$ cat src/rtl/iomem_router_pkg.sv
// iomem_router_pkg: shared types and constants for the memory-bus router.
package iomem_router_pkg;

  localparam int          TO_W      = 16;
  localparam logic [31:0] ERR_RDATA = 32'hFFFF_FFFF;

  typedef enum logic [1:0] {
    IDLE = 2'd0,
    REQ  = 2'd1,
    RESP = 2'd2
  } state_t;

  // Request fields latched on accept and presented to every slave.
  typedef struct packed {
    logic [31:0] addr;
    logic [31:0] wdata;
    logic [3:0]  wstrb;
  } req_t;

  // Width of a slave index; at least one bit so NSLV=1 still has a select.
  function automatic int sel_w(input int n);
    return (n > 1) ? $clog2(n) : 1;
  endfunction

endpackage

$ cat src/rtl/iomem_router_dec.sv
// iomem_router_dec: combinational window decoder. Every slave window is
// compared in parallel; the lowest-index hit wins when windows overlap.
module iomem_router_dec
  import iomem_router_pkg::*;
#(
  parameter int                NSLV     = 4,
  parameter int                SW       = sel_w(NSLV),
  parameter logic [32*NSLV-1:0] SLV_BASE = {NSLV{32'h0}},
  parameter logic [32*NSLV-1:0] SLV_MASK = {NSLV{32'hFF00_0000}}
) (
  input  logic [31:0]   addr,
  output logic          hit,
  output logic [SW-1:0] sel
);

  logic [NSLV-1:0] win;

  for (genvar i = 0; i < NSLV; i++) begin : g_win
    assign win[i] = (addr & SLV_MASK[32*i +: 32]) == SLV_BASE[32*i +: 32];
  end

  // Priority select: scan high to low so the lowest hit is written last.
  always_comb begin
    hit = |win;
    sel = '0;
    for (int i = NSLV - 1; i >= 0; i--) begin
      if (win[i]) sel = SW'(i);
    end
  end

endmodule

$ cat src/rtl/iomem_router.sv
// iomem_router: routes core valid/ready requests to one of NSLV slaves,
// returns a registered one-cycle response, and captures sticky errors.
// Optional feature: define IOMEM_ROUTER_TIMEOUT_EN to abort slaves that
// stay unready for TIMEOUT cycles (response data ERR_RDATA, error logged).
module iomem_router
  import iomem_router_pkg::*;
#(
  parameter int                 NSLV     = 4,
  parameter logic [32*NSLV-1:0] SLV_BASE = {NSLV{32'h0}},
  parameter logic [32*NSLV-1:0] SLV_MASK = {NSLV{32'hFF00_0000}},
  parameter int                 TIMEOUT  = 255
) (
  input  logic              clk,
  input  logic              rstn,
  input  logic              mem_valid,
  output logic              mem_ready,
  input  logic [31:0]       mem_addr,
  input  logic [31:0]       mem_wdata,
  input  logic [3:0]        mem_wstrb,
  output logic [31:0]       mem_rdata,
  output logic [NSLV-1:0]   s_valid,
  input  logic [NSLV-1:0]   s_ready,
  output logic [31:0]       s_addr,
  output logic [31:0]       s_wdata,
  output logic [3:0]        s_wstrb,
  input  logic [32*NSLV-1:0] s_rdata,
  output logic              err_flag,
  output logic [31:0]       err_addr,
  input  logic              err_clr
);

  localparam int SW = sel_w(NSLV);

  if (NSLV < 1 || NSLV > 16 || TIMEOUT < 1 || TIMEOUT > 65535) begin : g_bad_param
    $error("iomem_router: NSLV or TIMEOUT out of range");
  end

  state_t        state, state_nx;
  req_t          req_q;
  logic [SW-1:0] sel, dec_sel;
  logic          dec_hit;
  logic          load_req, unmapped, cap, to_fire;
  logic [31:0]   slv_rd [NSLV];

  for (genvar i = 0; i < NSLV; i++) begin : g_rd
    assign slv_rd[i] = s_rdata[32*i +: 32];
  end

  iomem_router_dec #(
    .NSLV     (NSLV),
    .SW       (SW),
    .SLV_BASE (SLV_BASE),
    .SLV_MASK (SLV_MASK)
  ) u_dec (
    .addr (mem_addr),
    .hit  (dec_hit),
    .sel  (dec_sel)
  );

`ifdef IOMEM_ROUTER_TIMEOUT_EN
  localparam logic [TO_W-1:0] TO_LAST = TO_W'(TIMEOUT - 1);
  logic [TO_W-1:0] to_cnt;

  // Wait counter: zero outside REQ, so it reads 0 on the first REQ cycle.
  always_ff @(posedge clk or negedge rstn) begin
    if (!rstn)              to_cnt <= '0;
    else if (state != REQ)  to_cnt <= '0;
    else                    to_cnt <= to_cnt + TO_W'(1);
  end
`endif

  // State register.
  always_ff @(posedge clk or negedge rstn) begin
    if (!rstn) state <= IDLE;
    else       state <= state_nx;
  end

  // Next state and per-cycle action strobes; slave ready beats timeout.
  always_comb begin
    state_nx = state;
    load_req = 1'b0;
    unmapped = 1'b0;
    cap      = 1'b0;
    to_fire  = 1'b0;
    case (state)
      IDLE: begin
        if (mem_valid) begin
          if (dec_hit) begin
            load_req = 1'b1;
            state_nx = REQ;
          end else begin
            unmapped = 1'b1;
            state_nx = RESP;
          end
        end
      end
      REQ: begin
        if (s_ready[sel]) begin
          cap      = 1'b1;
          state_nx = RESP;
        end
`ifdef IOMEM_ROUTER_TIMEOUT_EN
        else if (to_cnt == TO_LAST) begin
          to_fire  = 1'b1;
          state_nx = RESP;
        end
`endif
      end
      RESP:    state_nx = IDLE;
      default: state_nx = IDLE;
    endcase
  end

  // Latch request fields and the decoded slave on accept only.
  always_ff @(posedge clk or negedge rstn) begin
    if (!rstn) begin
      req_q <= '0;
      sel   <= '0;
    end else if (load_req) begin
      req_q <= '{addr: mem_addr, wdata: mem_wdata, wstrb: mem_wstrb};
      sel   <= dec_sel;
    end
  end

  // Response data: zero for unmapped, slave data on ready, all-ones on abort.
  always_ff @(posedge clk or negedge rstn) begin
    if (!rstn)         mem_rdata <= '0;
    else if (unmapped) mem_rdata <= '0;
    else if (cap)      mem_rdata <= slv_rd[sel];
    else if (to_fire)  mem_rdata <= ERR_RDATA;
  end

  // Sticky error capture; a new error outranks a same-cycle clear.
  always_ff @(posedge clk or negedge rstn) begin
    if (!rstn) begin
      err_flag <= 1'b0;
      err_addr <= '0;
    end else if (unmapped) begin
      err_flag <= 1'b1;
      err_addr <= mem_addr;
    end else if (to_fire) begin
      err_flag <= 1'b1;
      err_addr <= req_q.addr;
    end else if (err_clr) begin
      err_flag <= 1'b0;
    end
  end

  // Slave strobe decoded from registered state so reset kills it at once.
  always_comb begin
    s_valid = '0;
    if (state == REQ) s_valid[sel] = 1'b1;
  end

  assign mem_ready = (state == RESP);
  assign s_addr    = req_q.addr;
  assign s_wdata   = req_q.wdata;
  assign s_wstrb   = req_q.wstrb;

endmodule

$ cat config.mk
export PLATFORM = sky130hd
export DESIGN_NAME = iomem_router
export DESIGN_NICKNAME = d
export VERILOG_FILES = /design/src/rtl/iomem_router_pkg.sv /design/src/rtl/iomem_router_dec.sv /design/src/rtl/iomem_router.sv
export SDC_FILE = /design/constraint.sdc
export NUM_CORES = 1
export LEC_CHECK = 0
export ABC_AREA = 1
export CORE_MARGIN = 10
export CORE_UTILIZATION = 37
export CTS_CLUSTER_SIZE = 8
export DETAILED_ROUTE_END_ITERATION = 10
export PLACE_DENSITY_LB_ADDON = 0.05
export SLEW_MARGIN = 0
export SYNTH_ARGS = -nofsm -noshare
export SYNTH_HDL_FRONTEND = slang
export SYNTH_SLANG_ARGS = --single-unit
$ cat constraint.sdc
create_clock -name clk -period 1.5 [get_ports clk]
set_clock_uncertainty 0.2 [all_clocks]
set_input_delay 0.3 -clock clk [delete_from_list [all_inputs] [get_ports clk]]
set_output_delay 0.3 -clock clk [all_outputs]
set_load 0.03 [all_outputs]
==> summary.txt, run 1 <==
Setup path
  – CP max FO: 2
  – Largest stage delay, worst path: 0.39 ns
  – R2R Path Start: state[0]$_DFFE_PN0P_
  – Crit path arrival time: 1.29 ns
  – Worst r2r path cells: 10
  – Setup slack, reg-to-reg: -0.19 ns
  – Reg2reg end: err_addr[19]$_DFFE_PN0P_
  – Critical path type: flop to output port
  – CP endpoint kind: output port
  – CP required: 1.00 ns
  – Crit start category: flop
  – CP Cell Sequence: buf_6, nor2_4, buf_12, buf_8
  – Slowest stage cell, crit path: dfrtp_1

Drt
  – Via count: 5619
  – 1st-iter DRT viols: 305
  – Antenna viol nets, final: 0
  – Final WL: 22000 um
  – Via-to-Cell Ratio: 4.81
  – Routed length per instance: 18.9 um
  – Post-route DRC: 0
  – DRT Pass-1 Iters: 6

Run status
  – Outcome: complete, but fails checks
  – Failing checks: negative setup slack

Yosys
  – Main flop type after synthesis: dfrtp_1
  – Post-Syn Area: 0.00559 mm^2
  – Top cell type's share of synthesized area: 60.4%
  – Simple-gate share of the synthesized area: 31.7%
  – Synth Area in XOR/XNOR: 0%
  – Seq cells post-synth: 135
  – Mapped Cells: 657
  – Most numerous cell in the Yosys netlist: nand2_1
  – Multiplexer area fraction after synthesis: 0%
  – Top cells by area, synth: dfrtp_1, nand2_1, nand3_1
  – Main combinational cell family by area after synthesis: simple AND/OR/NAND/NOR gates
  – Post-synth top cells: nand2_1, dfrtp_1, nand3_1
  – Dominant cell type by area after synthesis: dfrtp_1
  – Ys async rst share: 100%
  – EDFF count, synth: 0
  – Syn_area_per_cell: 8.51 um^2
  – Synth Area in Compound Gates: 0.515%
  – Sequential cell area fraction in the yosys report: 60.4%
  – Adder-cell share of the synthesized area: 0%
  – Netlist cell types: 16
  – Synth warn: 0

Global routing
  – Gr ovfl total: 0
  – GR Util All Layers: 19.0%
  – Initial antenna violation count: 0
  – Vias in the first global route: 5506
  – Largest net degree at the start of global routing: 35
  – Global-route wire length before repair: 30700 um

STA
  – Final period util: 120%
  – Slew Limit Fails: 0
  – Setup WS post-layout: -0.293 ns
  – RSZ-0062 raised after global routing: yes
  – Fmax: 0.558 GHz
  – Crit path time final: 1.79 ns
  – Setup violators final: 135
  – Endpoints failing hold: 0

Floorplan
  – Top Ports: 342
  – Die W: 143 um
  – Die Y: 143 um
  – Row count: 44
  – Die area: 0.0204 mm^2
  – Initial core utilization: 38.0%
  – Core area: 0.0147 mm^2

Min path
  – HP Start: mem_addr[30]
  – Hold crit path type: input port to flop
  – Worst hold endpoint: err_addr[30]$_DFFE_PN0P_
  – WHS Path Cells: 3

Layout
  – Reg area: 0.00338 mm^2
  – P&R area growth vs syn: 89.3%
  – ANT cells: 0
  – Nets: 1177
  – Number of fillers in the final layout: 1081
  – Multi-input logic area: 0.00240 mm^2
  – Fraction of layout cells with a size suffix above 1: 40.8%
  – Final core utilization: 72.0%

Clocking
  – Worst skew pair latency: 0.40 ns
  – Clock slew at reported path FFs: 0.05 ns
  – CTS tree: yes
  – H-tree levels: 4
  – Clock Tree Buf Depth: 2
  – Clock Tree Root: clkbuf_16
  – Num CTS Buffers: 17
  – Clk sinks: 135

Flow run
  – Max-Cap Viols: 0

Placed design
  – Pre-CTS setup slack: -0.671 ns
  – Final GP Congestion: 0.793
  – Hpwl dp: 13800 um
  – I/O Buffers: 239

Power and ir drop
  – Worst vdd ir: 0.652 mV
  – Leak Pwr: 5.40 nW
  – Pwr Density: 935 mW/mm^2
## state kept, by name (all words and copies together), names as in the netlist
register / count
err_addr: 32
err_flag: 1
mem_rdata: 32
s_addr: 32
s_wdata: 32
s_wstrb: 4
state: 2
## timing repair
action                                 4_1_cts  5_1_grt
hold buffers                                 1        0
resized for setup                           54      248
cloned                                       9       14
buffers inserted                            13       32
endpoints found under the hold margin      135        0
setup endpoints to repair                  116      188
pin swaps                                   17       35
## stage by stage
stage                     std cells  hold slack (ns)  total power [W]  setup TNS [ns]  cell area, um^2
after floorplan                 659           -0.196          0.00472               0             5600
after global placement         1071          -0.0268          0.00562          -66.69             8120
after detailed placement       1071          -0.0248          0.00563          -70.81             8120
after CTS                      1124           0.0629          0.00953           -4.15             9170
after global routing           1169           0.0883           0.0103          -23.59            10600
final                          1169           0.0818          0.00990          -15.58            10600
## layout by cell type, fill, tap and decap left out, types with 3 or more instances in the layout
| cell | instances |
|---|---|
| nand2_4 | 25 |
| clkinv_1 | 10 |
| nand3_1 | 99 |
| nand2_2 | 78 |
| nand3_4 | 4 |
| inv_1 | 33 |
| nor2_2 | 4 |
| dlygate4sd2_1 | 8 |
| buf_16 | 5 |
| buf_4 | 106 |
| buf_12 | 28 |
| conb_1 | 3 |
| nor2_1 | 41 |
| buf_6 | 75 |
| buf_8 | 7 |
| nand3_2 | 22 |
| dfrtp_1 | 135 |
| bufbuf_16 | 3 |
| clkinv_2 | 3 |
| nand2_1 | 149 |
| clkbuf_1 | 8 |
| clkbuf_16 | 28 |
| clkdlybuf4s50_1 | 95 |
## worst max-delay path by stage
stage | from | end | slack, ns
3_3_place_gp | mem_addr[27] | mem_rdata[10]$_DFFE_PN0P_ | -0.61
2_1_floorplan | state[1]$_DFFE_PN0P_ | mem_rdata[22]$_DFFE_PN0P_ | 0.09
6_report | state[1]$_DFFE_PN0P_ | s_valid[0] | -0.29
4_1_cts | state[0]$_DFFE_PN0P_ | s_valid[0] | -0.30
3_5_place_dp | mem_addr[27] | mem_rdata[11]$_DFFE_PN0P_ | -0.67
5_1_grt | state[1]$_DFFE_PN0P_ | s_valid[0] | -0.34
## worst max-delay path: cells and delay by family, from the launching register on
family / cells / cell delay [ns]
buffers and inverters: 3 / 0.36
DFF: 1 / 0.39
and+or+nand+nor: 1 / 0.14
## power by group
part           switching (W)  leakage, nW  internal [W]
logic                0.00107         3.36      0.000999
registers           0.000180         1.78       0.00385
clock network        0.00145        0.259       0.00235
## final cells by class
cell class	count	area share, %
Inverter	48	1.93
Clock inverter	4	0.425
Timing Repair Buffer	339	36.3
Sequential cell	135	31.9
Multi-Input combinational cell	432	22.7
Tap cell	184	2.17
Clock buffer	27	4.56
## metal layers
| layer | track usage, % | routed length (um) |
|---|---|---|
| met5 | 0 | 0 |
| met4 | 5.48 | 257 |
| met3 | 7.46 | 2060 |
| met2 | 31.1 | 11300 |
| met1 | 22.8 | 8420 |
## kinds of logic after synthesis
group	after synthesis
AO/OA/AOI/OAI	3
buffers and inverters	92
flip-flops	135
other	1
AND/OR/NAND/NOR	426
No activity file was read; power rests on OpenSTA's default activity.
==> run 2: changes to the inputs <==
--- a/config.mk
+++ b/config.mk
@@ -10,6 +10,8 @@
 export CORE_UTILIZATION = 37
 export CTS_CLUSTER_SIZE = 8
 export DETAILED_ROUTE_END_ITERATION = 10
+export GPL_ROUTABILITY_DRIVEN = 0
+export GPL_TIMING_DRIVEN = 1
 export PLACE_DENSITY_LB_ADDON = 0.05
 export SLEW_MARGIN = 0
 export SYNTH_ARGS = -nofsm -noshare
==> results of run 2 <==
No change in the layout: final DEF, timing and power equal those of run 1.
